--- config.mk ---
export PLATFORM = sky130hd
export DESIGN_NAME = alu_unit
export DESIGN_NICKNAME = d
export VERILOG_FILES = /design/src/rtl/alu_unit.sv
export SDC_FILE = /design/constraint.sdc
export NUM_CORES = 1
export LEC_CHECK = 0
export ABC_AREA = 1
export BUFFER_PORTS_ARGS = -buffer_cell sky130_fd_sc_hd__buf_2
export CAP_MARGIN = 40
export CORE_UTILIZATION = 30
export DETAILED_ROUTE_END_ITERATION = 8
export PLACE_DENSITY = 0.51
export SETUP_SLACK_MARGIN = 0.2
export SKIP_LAST_GASP = 1
export SLEW_MARGIN = 40
export SYNTH_ARGS = -nofsm -noshare
export SYNTH_HDL_FRONTEND = slang
export SYNTH_SLANG_ARGS = --single-unit
--- constraint.sdc ---
create_clock -name clk_in -period 3.9 [get_ports clk_in]
set_input_delay 0.78 -clock clk_in [delete_from_list [all_inputs] [get_ports clk_in]]
set_output_delay 0.78 -clock clk_in [all_outputs]
set_load 0.01 [all_outputs]
--- src/rtl/alu_unit.sv ---
// ALU execution unit: computes integer/branch-compare results on issue and
// broadcasts them in order on the CDB. Optional ALU_STATS_EN adds counters.
module alu_unit #(
  parameter int DEPTH = 4
) (
  input  logic        clk_in,
  input  logic        rst_in,
  input  logic        rdy_in,
  input  logic        _clear,
  input  logic        _alu_ready,
  input  logic [4:0]  _alu_rob_id,
  input  logic [6:0]  _alu_type,
  input  logic [3:0]  _alu_op,
  input  logic [31:0] _alu_v1,
  input  logic [31:0] _alu_v2,
  output logic        _alu_full,
  input  logic        _cdb_stall,
  output logic        _cdb_ready,
  output logic [4:0]  _cdb_rob_id,
  output logic [31:0] _cdb_value
`ifdef ALU_STATS_EN
  ,
  output logic [31:0] _alu_stat_ops,
  output logic [31:0] _alu_stat_full
`endif
);

  localparam int AW = $clog2(DEPTH);
  localparam logic [AW:0] LP_FULL = (AW+1)'(DEPTH);

  localparam logic [6:0] OP_R   = 7'b0110011;
  localparam logic [6:0] OP_I   = 7'b0010011;
  localparam logic [6:0] OP_BR  = 7'b1100011;
  localparam logic [6:0] OP_LUI = 7'b0110111;

  logic [4:0]  r_rob [DEPTH];
  logic [31:0] r_val [DEPTH];
  logic [AW-1:0] r_head, r_tail;
  logic [AW:0]   r_count;

  logic [31:0] w_result;
  logic [4:0]  w_shamt;
  logic        w_alt;
  logic        w_push, w_pop;

  assign w_shamt = _alu_v2[4:0];
  // funct7[5] only matters for R-type ADD/SUB and for the right-shift pair
  assign w_alt   = _alu_op[3] && ((_alu_type == OP_R) || (_alu_op[2:0] == 3'b101));

  always_comb begin
    w_result = _alu_v1 + _alu_v2;
    if (_alu_type == OP_R || _alu_type == OP_I) begin
      case (_alu_op[2:0])
        3'b000: w_result = w_alt ? (_alu_v1 - _alu_v2) : (_alu_v1 + _alu_v2);
        3'b001: w_result = _alu_v1 << w_shamt;
        3'b010: w_result = {31'd0, $signed(_alu_v1) < $signed(_alu_v2)};
        3'b011: w_result = {31'd0, _alu_v1 < _alu_v2};
        3'b100: w_result = _alu_v1 ^ _alu_v2;
        3'b101: w_result = w_alt ? 32'($signed(_alu_v1) >>> w_shamt) : (_alu_v1 >> w_shamt);
        3'b110: w_result = _alu_v1 | _alu_v2;
        default: w_result = _alu_v1 & _alu_v2;
      endcase
    end else if (_alu_type == OP_BR) begin
      case (_alu_op[2:0])
        3'b000: w_result = {31'd0, _alu_v1 == _alu_v2};
        3'b001: w_result = {31'd0, _alu_v1 != _alu_v2};
        3'b100: w_result = {31'd0, $signed(_alu_v1) <  $signed(_alu_v2)};
        3'b101: w_result = {31'd0, $signed(_alu_v1) >= $signed(_alu_v2)};
        3'b110: w_result = {31'd0, _alu_v1 <  _alu_v2};
        3'b111: w_result = {31'd0, _alu_v1 >= _alu_v2};
        default: w_result = 32'd0;
      endcase
    end else if (_alu_type == OP_LUI) begin
      w_result = _alu_v2;
    end
  end

  assign _alu_full   = (r_count == LP_FULL);
  assign _cdb_ready  = (r_count != '0) && !_cdb_stall;
  assign _cdb_rob_id = _cdb_ready ? r_rob[r_head] : 5'd0;
  assign _cdb_value  = _cdb_ready ? r_val[r_head] : 32'd0;

  assign w_push = _alu_ready && !_alu_full && rdy_in;
  assign w_pop  = _cdb_ready && rdy_in;

  always_ff @(posedge clk_in) begin
    if (rst_in) begin
      r_head  <= '0;
      r_tail  <= '0;
      r_count <= '0;
      for (int i = 0; i < DEPTH; i++) begin
        r_rob[i] <= '0;
        r_val[i] <= '0;
      end
    end else if (_clear) begin
      r_head  <= '0;
      r_tail  <= '0;
      r_count <= '0;
    end else if (rdy_in) begin
      if (w_push) begin
        r_rob[r_tail] <= _alu_rob_id;
        r_val[r_tail] <= w_result;
        r_tail        <= r_tail + 1'b1;
      end
      if (w_pop) r_head <= r_head + 1'b1;
      case ({w_push, w_pop})
        2'b10:   r_count <= r_count + 1'b1;
        2'b01:   r_count <= r_count - 1'b1;
        default: r_count <= r_count;
      endcase
    end
  end

`ifdef ALU_STATS_EN
  logic [31:0] r_stat_ops, r_stat_full;
  assign _alu_stat_ops  = r_stat_ops;
  assign _alu_stat_full = r_stat_full;

  // counters survive a flush; an issue discarded by the flush is not counted
  always_ff @(posedge clk_in) begin
    if (rst_in) begin
      r_stat_ops  <= '0;
      r_stat_full <= '0;
    end else if (rdy_in) begin
      if (w_push && !_clear) r_stat_ops  <= r_stat_ops + 32'd1;
      if (_alu_full)         r_stat_full <= r_stat_full + 32'd1;
    end
  end
`endif

endmodule

==> results of run 1 <==
==> layout make-up <==
cell class / instances / share of cell area (%)
Tap cell: 765 / 4.78
Multi-Input combinational cell: 2207 / 54.5
Clock buffer: 18 / 2.14
Timing Repair Buffer: 264 / 9.05
Inverter: 311 / 5.84
Sequential cell: 157 / 23.1
Clock inverter: 14 / 0.662
==> state kept, by name, indices dropped and copies added, names as in the netlist, named ones only <==
name     flops
r_val      128
r_tail       2
r_count      3
r_head       2
r_rob       20
==> layout by cell type (no fill, tap or decap), drive strengths merged, types with 6 or more instances in the layout <==
cell      n
xor2     16
edfxtp  148
o21bai   10
o211ai   50
nor3     26
o21a     10
or2      18
nand3   271
nand3b    7
clkinv    9
clkbuf   18
inv     313
nor2    463
a21oi   205
buf     264
ha       98
a211oi    9
o21ai   250
nand2   715
nand4    17
a31oi     6
dfxtp     9
==> stage by stage <==
step	cells	area, µm²	total power [mW]	util [%]
CTS	3736	20000	5.55	34.8
floorplan	2827	17500	3.13	-
finish	3736	20000	5.57	34.8
global route	3736	20000	5.83	34.8
global placement	3704	19500	3.98	33.8
detailed placement	3704	19500	3.97	33.8
==> worst max-delay path: stages <==
cell	delay, ns
buf_2	0.16
inv_1	0.12
ha_1	0.48
nand2_1	0.18
o21ai_0	0.38
inv_1	0.07
nand2_1	0.13
nand2_1	0.10
nand2_1	0.13
buf_12	0.13
nand2_1	0.07
nand2_1	0.06
nand2_1	0.06
buf_4	0.14
nand3_1	0.05
o211ai_1	0.09
a21oi_1	0.20
nand2_1	0.21
nor2_1	0.13
==> cell families (layout without fill, tap and decap cells) <==
group / after synthesis / after routing / share of synthesized area [%]
AO/OA/AOI/OAI: 556 / 556 / 17.6
XOR/XNOR: 20 / 20 / 1.00
adder cells (fa/ha/maj): 101 / 101 / 7.36
buffers and inverters: 463 / 607 / 11.1
flip-flops: 157 / 157 / 26.5
multiplexers: 3 / 3 / 0.172
AND/OR/NAND/NOR: 1527 / 1527 / 36.3
==> metal layers <==
metal	track usage [%]	vias to the layer above	share of wire (%)
met5	0	-	0.015
met4	10.5	2	3.8
met3	2.29	134	5.7
met2	47.8	808	46
met1	38.9	9541	44
li1	-	9526	-
==> how the worst max path moves through the flow <==
stage	to	from	slack (ns)	depth (start not counted)
CTS	r_val[1][31]	_alu_v1[5]	0.61	19
detailed placement	r_val[0][25]	_alu_v2[2]	0.17	20
global route	r_val[1][31]	_alu_v1[5]	0.37	19
finish	r_val[1][31]	_alu_v1[5]	0.48	19
global placement	r_val[1][31]	_alu_v1[5]	0.13	19
floorplan	r_val[1][0]	_alu_v2[3]	0.50	24
==> power breakdown <==
group          leakage [nW]  internal (mW)  switching (mW)  total [mW]
combinational          7.72          0.628            1.43        2.06
sequential             1.59           1.91          0.0168        1.93
clock                 0.270          0.887           0.699        1.59
==> results.py, run 1 <==
metrics = {
    "logic_synthesis": {
        "synth_fp_nets": 3014,
        "synth_area_um2": 17500,
        "yosysMostFrequentCell": "nand2_1",
        "async_flop_share_pct": 0,
        "yosys.area.top_type_share_pct": 25.4,
        "yosys.area.top_type": "edfxtp_1",
        "ys_top_cells_by_area": "edfxtp_1 (25%), nand2_1 (15%), nor2_1 (9.8%)",
        "yosysSeqAreaShare_pct": 26.5,
        "synth_cell_types": 55,
        "ys_seq_elements": 157,
        "avgSynthCellArea_um2": 6.18,
        "synth_warnings": 0,
        "ys_top_cells_by_count": "nand2_1 (703), nor2_1 (455), inv_1 (296)",
        "synth_ff_type": "edfxtp_1",
        "synth-edff-count": 148,
        "synthCells": 2827,
    },
    "placed_design": {
        "io_buffers": 124,
        "dpl.hpwl_um": 68600,
        "place.gp.congestion": 1.01,
        "dp_slack_ns": 0.169,
    },
    "worst_setup_path": {
        "critPathKind": "input port to register",
        "cp-end-kind": "register",
        "r2r_start": "r_count[0]",
        "cp_data_required_time_ns": 4.18,
        "r2r_end": "r_count[2]",
        "crit_fanout": 7,
        "cp_data_arrival_time_ns": 3.70,
        "start_kind": "input port",
        "reg2reg_slack_ns": 1.42,
        "rr_worst_depth": 11,
    },
    "floorplanning": {
        "rows": 88,
        "io_pins": 125,
        "start_util_pct": 30.3,
        "die_y_um": 243,
        "die-area_um2": 59200,
        "die_w_um": 243,
        "core_um2": 57600,
    },
    "finish": {
        "layout-area-overhead-vs-synth_pct": 14.7,
        "regArea_um2": 4630,
        "multi_input_area_um2": 10900,
        "fin_nets": 3145,
        "antennaDiodeCount": 0,
        "drive_gt1_share_pct": 12.2,
        "fillers": 6517,
    },
    "cts": {
        "cts_hold_buf": 0,
        "cts_setup_buffers": 0,
        "cts_tree": "built",
        "numCtsBuffers": 17,
        "clockRootBuffer": "clkbuf_16",
        "clock_latency_ns": 0.44,
        "cts_buffer_depth": 2,
        "htreeDepth": 4,
        "clk_pin_slew_ns": 0.06,
        "clock-sinks": 157,
        "cts_resized": 0,
    },
    "sta": {
        "finalCriticalPeriod_ns": 3.42,
        "skew_ns": 0.0145,
        "finalWorstSetupSlack_ns": 0.483,
        "grt_setup_unrepaired": "false",
        "slew_viol_final": 0,
        "setup_violations": 0,
        "clock.fmax_mhz": 293,
        "finalCritPeriodShare_pct": 87.6,
        "relSlewSlack_pct": 45.3,
        "tightest_slew_ns": 0.820,
        "whs_ns": 0.498,
        "hold_viol_final": 0,
        "setup_tns_ns": 0,
    },
    "power_and_ir_drop": {
        "total_leakage_power_nw": 9.58,
        "power_density_nw_per_um2": 278,
        "vdd_drop_max_uv": 292,
    },
    "route": {
        "vias_per_cell": 5.36,
        "drt_pre_antenna_iters": 5,
        "dr_total_vias": 20000,
        "drc_errors": 0,
        "post_drt_wl_per_cell_um": 23.3,
        "dr.first_iter.drc_count": 2014,
        "routed_wl_um": 87100,
        "drtAntennaViolNets": 0,
    },
    "worst_hold_path": {
        "hold_depth": 1,
        "hp-class": "register to register",
        "hold_end": "r_head[1]",
        "hp-start": "r_head[1]",
    },
    "global_routing": {
        "track_usage_pct": 28.8,
        "grt-ovfl-total": 0,
        "grt_pass1_wl_um": 127000,
        "antenna_found_initial": 1,
        "grt_max_degree": 75,
        "grt_pass1_vias": 19300,
    },
    "flow_run": {
        "cap_violations": 0,
    },
    "run_status": {
        "outcome": "complete, no violations",
    },
}
Power figures use the tool's default switching activity.
==> inputs of run 2 (changes only) <==
--- a/config.mk
+++ b/config.mk
@@ -6,11 +6,11 @@
 export NUM_CORES = 1
 export LEC_CHECK = 0
 export ABC_AREA = 1
-export BUFFER_PORTS_ARGS = -buffer_cell sky130_fd_sc_hd__buf_2
 export CAP_MARGIN = 40
 export CORE_UTILIZATION = 30
 export DETAILED_ROUTE_END_ITERATION = 8
-export PLACE_DENSITY = 0.51
+export DONT_BUFFER_PORTS = 1
+export PLACE_DENSITY = 0.5
 export SETUP_SLACK_MARGIN = 0.2
 export SKIP_LAST_GASP = 1
 export SLEW_MARGIN = 40
==> run 2 against run 1 <==
  * Fmax up 2.3%
  * Cell count down 5.3%
  * Utilization down 2.1 points
  * Sequential cell count unchanged
  * Count of clock-buffer cells in the layout down 1
  * Via count down 2.6%
  * Total power down 5.0%
  * Design area down 6.1%
  * Routed wire length down 2.7%
  * Clock skew down 0.0080 ns
  * Die area unchanged
==> results.py, run 2 (same netlist as run 1, synthesis figures left out) <==
metrics = {
    "route": {
        "drt_pre_antenna_iters": 6,
        "routed_wl_um": 84800,
        "drc_errors": 0,
        "vias_per_cell": 5.51,
        "dr.first_iter.drc_count": 2046,
        "drtAntennaViolNets": 0,
        "post_drt_wl_per_cell_um": 24.0,
        "dr_total_vias": 19500,
    },
    "global_routing": {
        "track_usage_pct": 28.0,
        "grt_pass1_wl_um": 123000,
        "grt_max_degree": 75,
        "grt_pass1_vias": 18600,
        "grt-ovfl-total": 0,
        "antenna_found_initial": 0,
    },
    "power_and_ir_drop": {
        "total_leakage_power_nw": 8.64,
        "p_int_mw": 3.31,
        "combPwrFrac_pct": 33.8,
        "power_density_nw_per_um2": 281,
        "vdd_drop_max_uv": 178,
        "power_frac_clock_pct": 29.8,
        "p_seq_share_pct": 36.4,
        "power_switching_mw": 1.99,
        "p_sw_share_pct": 37.5,
    },
    "placed_design": {
        "dpl.hpwl_um": 66000,
        "dp_cells": 3505,
        "io_buffers": 0,
        "dpl_cell_area_um2": 18200,
        "place.gp.congestion": 1.03,
        "dp_slack_ns": 0.229,
    },
    "cts": {
        "clock_latency_ns": 0.43,
        "clock-sinks": 157,
        "cts_resized": 0,
        "cts_hold_buf": 0,
        "clockRootBuffer": "clkbuf_16",
        "numCtsBuffers": 17,
        "cts_buffer_depth": 2,
        "cts_tree": "built",
        "clk_pin_slew_ns": 0.06,
        "cts_setup_buffers": 0,
        "htreeDepth": 4,
    },
    "finish": {
        "final_area_um2": 18800,
        "drive_gt1_share_pct": 5.92,
        "antennaDiodeCount": 0,
        "largest_register_ffs": 128,
        "mostFrequentLayoutCells": "nand2_1 (699), nor2_1 (454), inv_1 (295), nand3_1 (270), o21ai_0 (223)",
        "layoutNonFillerInstCount": 3537,
        "top_regs": "r_val: 128 flops, r_rob: 20 flops, r_count: 3 flops",
        "layout-area-overhead-vs-synth_pct": 7.66,
        "regMostFlops": "r_val",
        "final_common_cell": "nand2_1",
        "fin_nets": 2946,
    },
    "floorplanning": {
        "io_pins": 125,
        "core_um2": 57600,
        "start_util_pct": 30.3,
        "die_w_um": 243,
        "rows": 88,
        "die-area_um2": 59200,
        "die_y_um": 243,
    },
    "sta": {
        "slew_viol_final": 0,
        "setup_tns_ns": 0,
        "clock.fmax_mhz": 299,
        "hold_viol_final": 0,
        "finalCritPeriodShare_pct": 85.7,
        "finalCriticalPeriod_ns": 3.34,
        "relSlewSlack_pct": 45.5,
        "grt_setup_unrepaired": "false",
        "tightest_slew_ns": 0.817,
        "setup_violations": 0,
        "skew_ns": 0.00649,
        "whs_ns": 0.489,
        "finalWorstSetupSlack_ns": 0.558,
    },
    "worst_hold_path": {
        "hp-class": "register to register",
    },
    "worst_setup_path": {
        "cp_data_required_time_ns": 4.07,
        "cpMaxStageDelayCell": "ha_1",
        "critPathKind": "input port to register",
        "crit_fanout": 8,
        "cp_data_arrival_time_ns": 3.51,
        "cp-end-kind": "register",
        "cpPeakStageDelay_ns": 0.59,
        "start_kind": "input port",
        "cpMostUsedCell": "nand2_1",
        "crit_family": "simple AND/OR/NAND/NOR gates",
        "path_cells": "inv_1, ha_1, inv_1, a21oi_1, nand2_1, nand2_1, nand2_1, a21oi_4, nand3_1, nand2_1, nor2_1, nor2_1, nand3_1, nand2_1, nand2_1, nand2_2, nor2_1",
        "worst-path-buf-inv": 2,
    },
    "flow_run": {
        "cap_violations": 0,
    },
    "run_status": {
        "outcome": "complete, no violations",
    },
}
-- run 2: stage by stage --
step           util (%)  total power, mW
2_1_floorplan         -             3.13
3_3_place_gp       31.7             3.71
3_5_place_dp       31.7             3.70
4_1_cts            32.7             5.29
5_1_grt            32.7             5.55
6_report           32.7             5.29
-- run 2: area by class of cell --
cell class	count	area [µm²]
inverter	311	1170
fill	6443	38800
timing repair buffer	65	579
clock buffer	17	425
tap	765	957
sequential	157	4630
multi-input combinational	2207	10900
clock inverter	15	139
-- run 2: power by group through the flow --
stage / Sequential, mW / Clock (mW) / Combinational, mW
finish: 1.93 / 1.58 / 1.79
global route: 1.93 / 1.67 / 1.94
CTS: 1.93 / 1.61 / 1.75
detailed placement: 1.96 / 0 / 1.74
global placement: 1.96 / 0 / 1.75
floorplan: 1.96 / 0 / 1.17
-- run 2: worst paths after layout --
check | slack [ns] | end | cells past startpoint | start
setup reg to reg | 1.31 | r_val[3][9] | 12 | r_count[2]
hold / removal | 0.49 | r_head[1] | 1 | r_head[1]
setup / recovery | 0.56 | r_val[1][0] | 17 | _alu_v1[27]
hold reg to reg | 0.49 | r_head[1] | 1 | r_head[1]
-- run 2: metal layers --
metal | vias up | track usage [%] | part of all wire [%]
li1 | 9135 | - | -
met1 | 9254 | 35.9 | 41
met2 | 918 | 46.0 | 46
met3 | 181 | 4.38 | 7.8
met4 | 0 | 12.9 | 4.7
met5 | - | 0 | 0
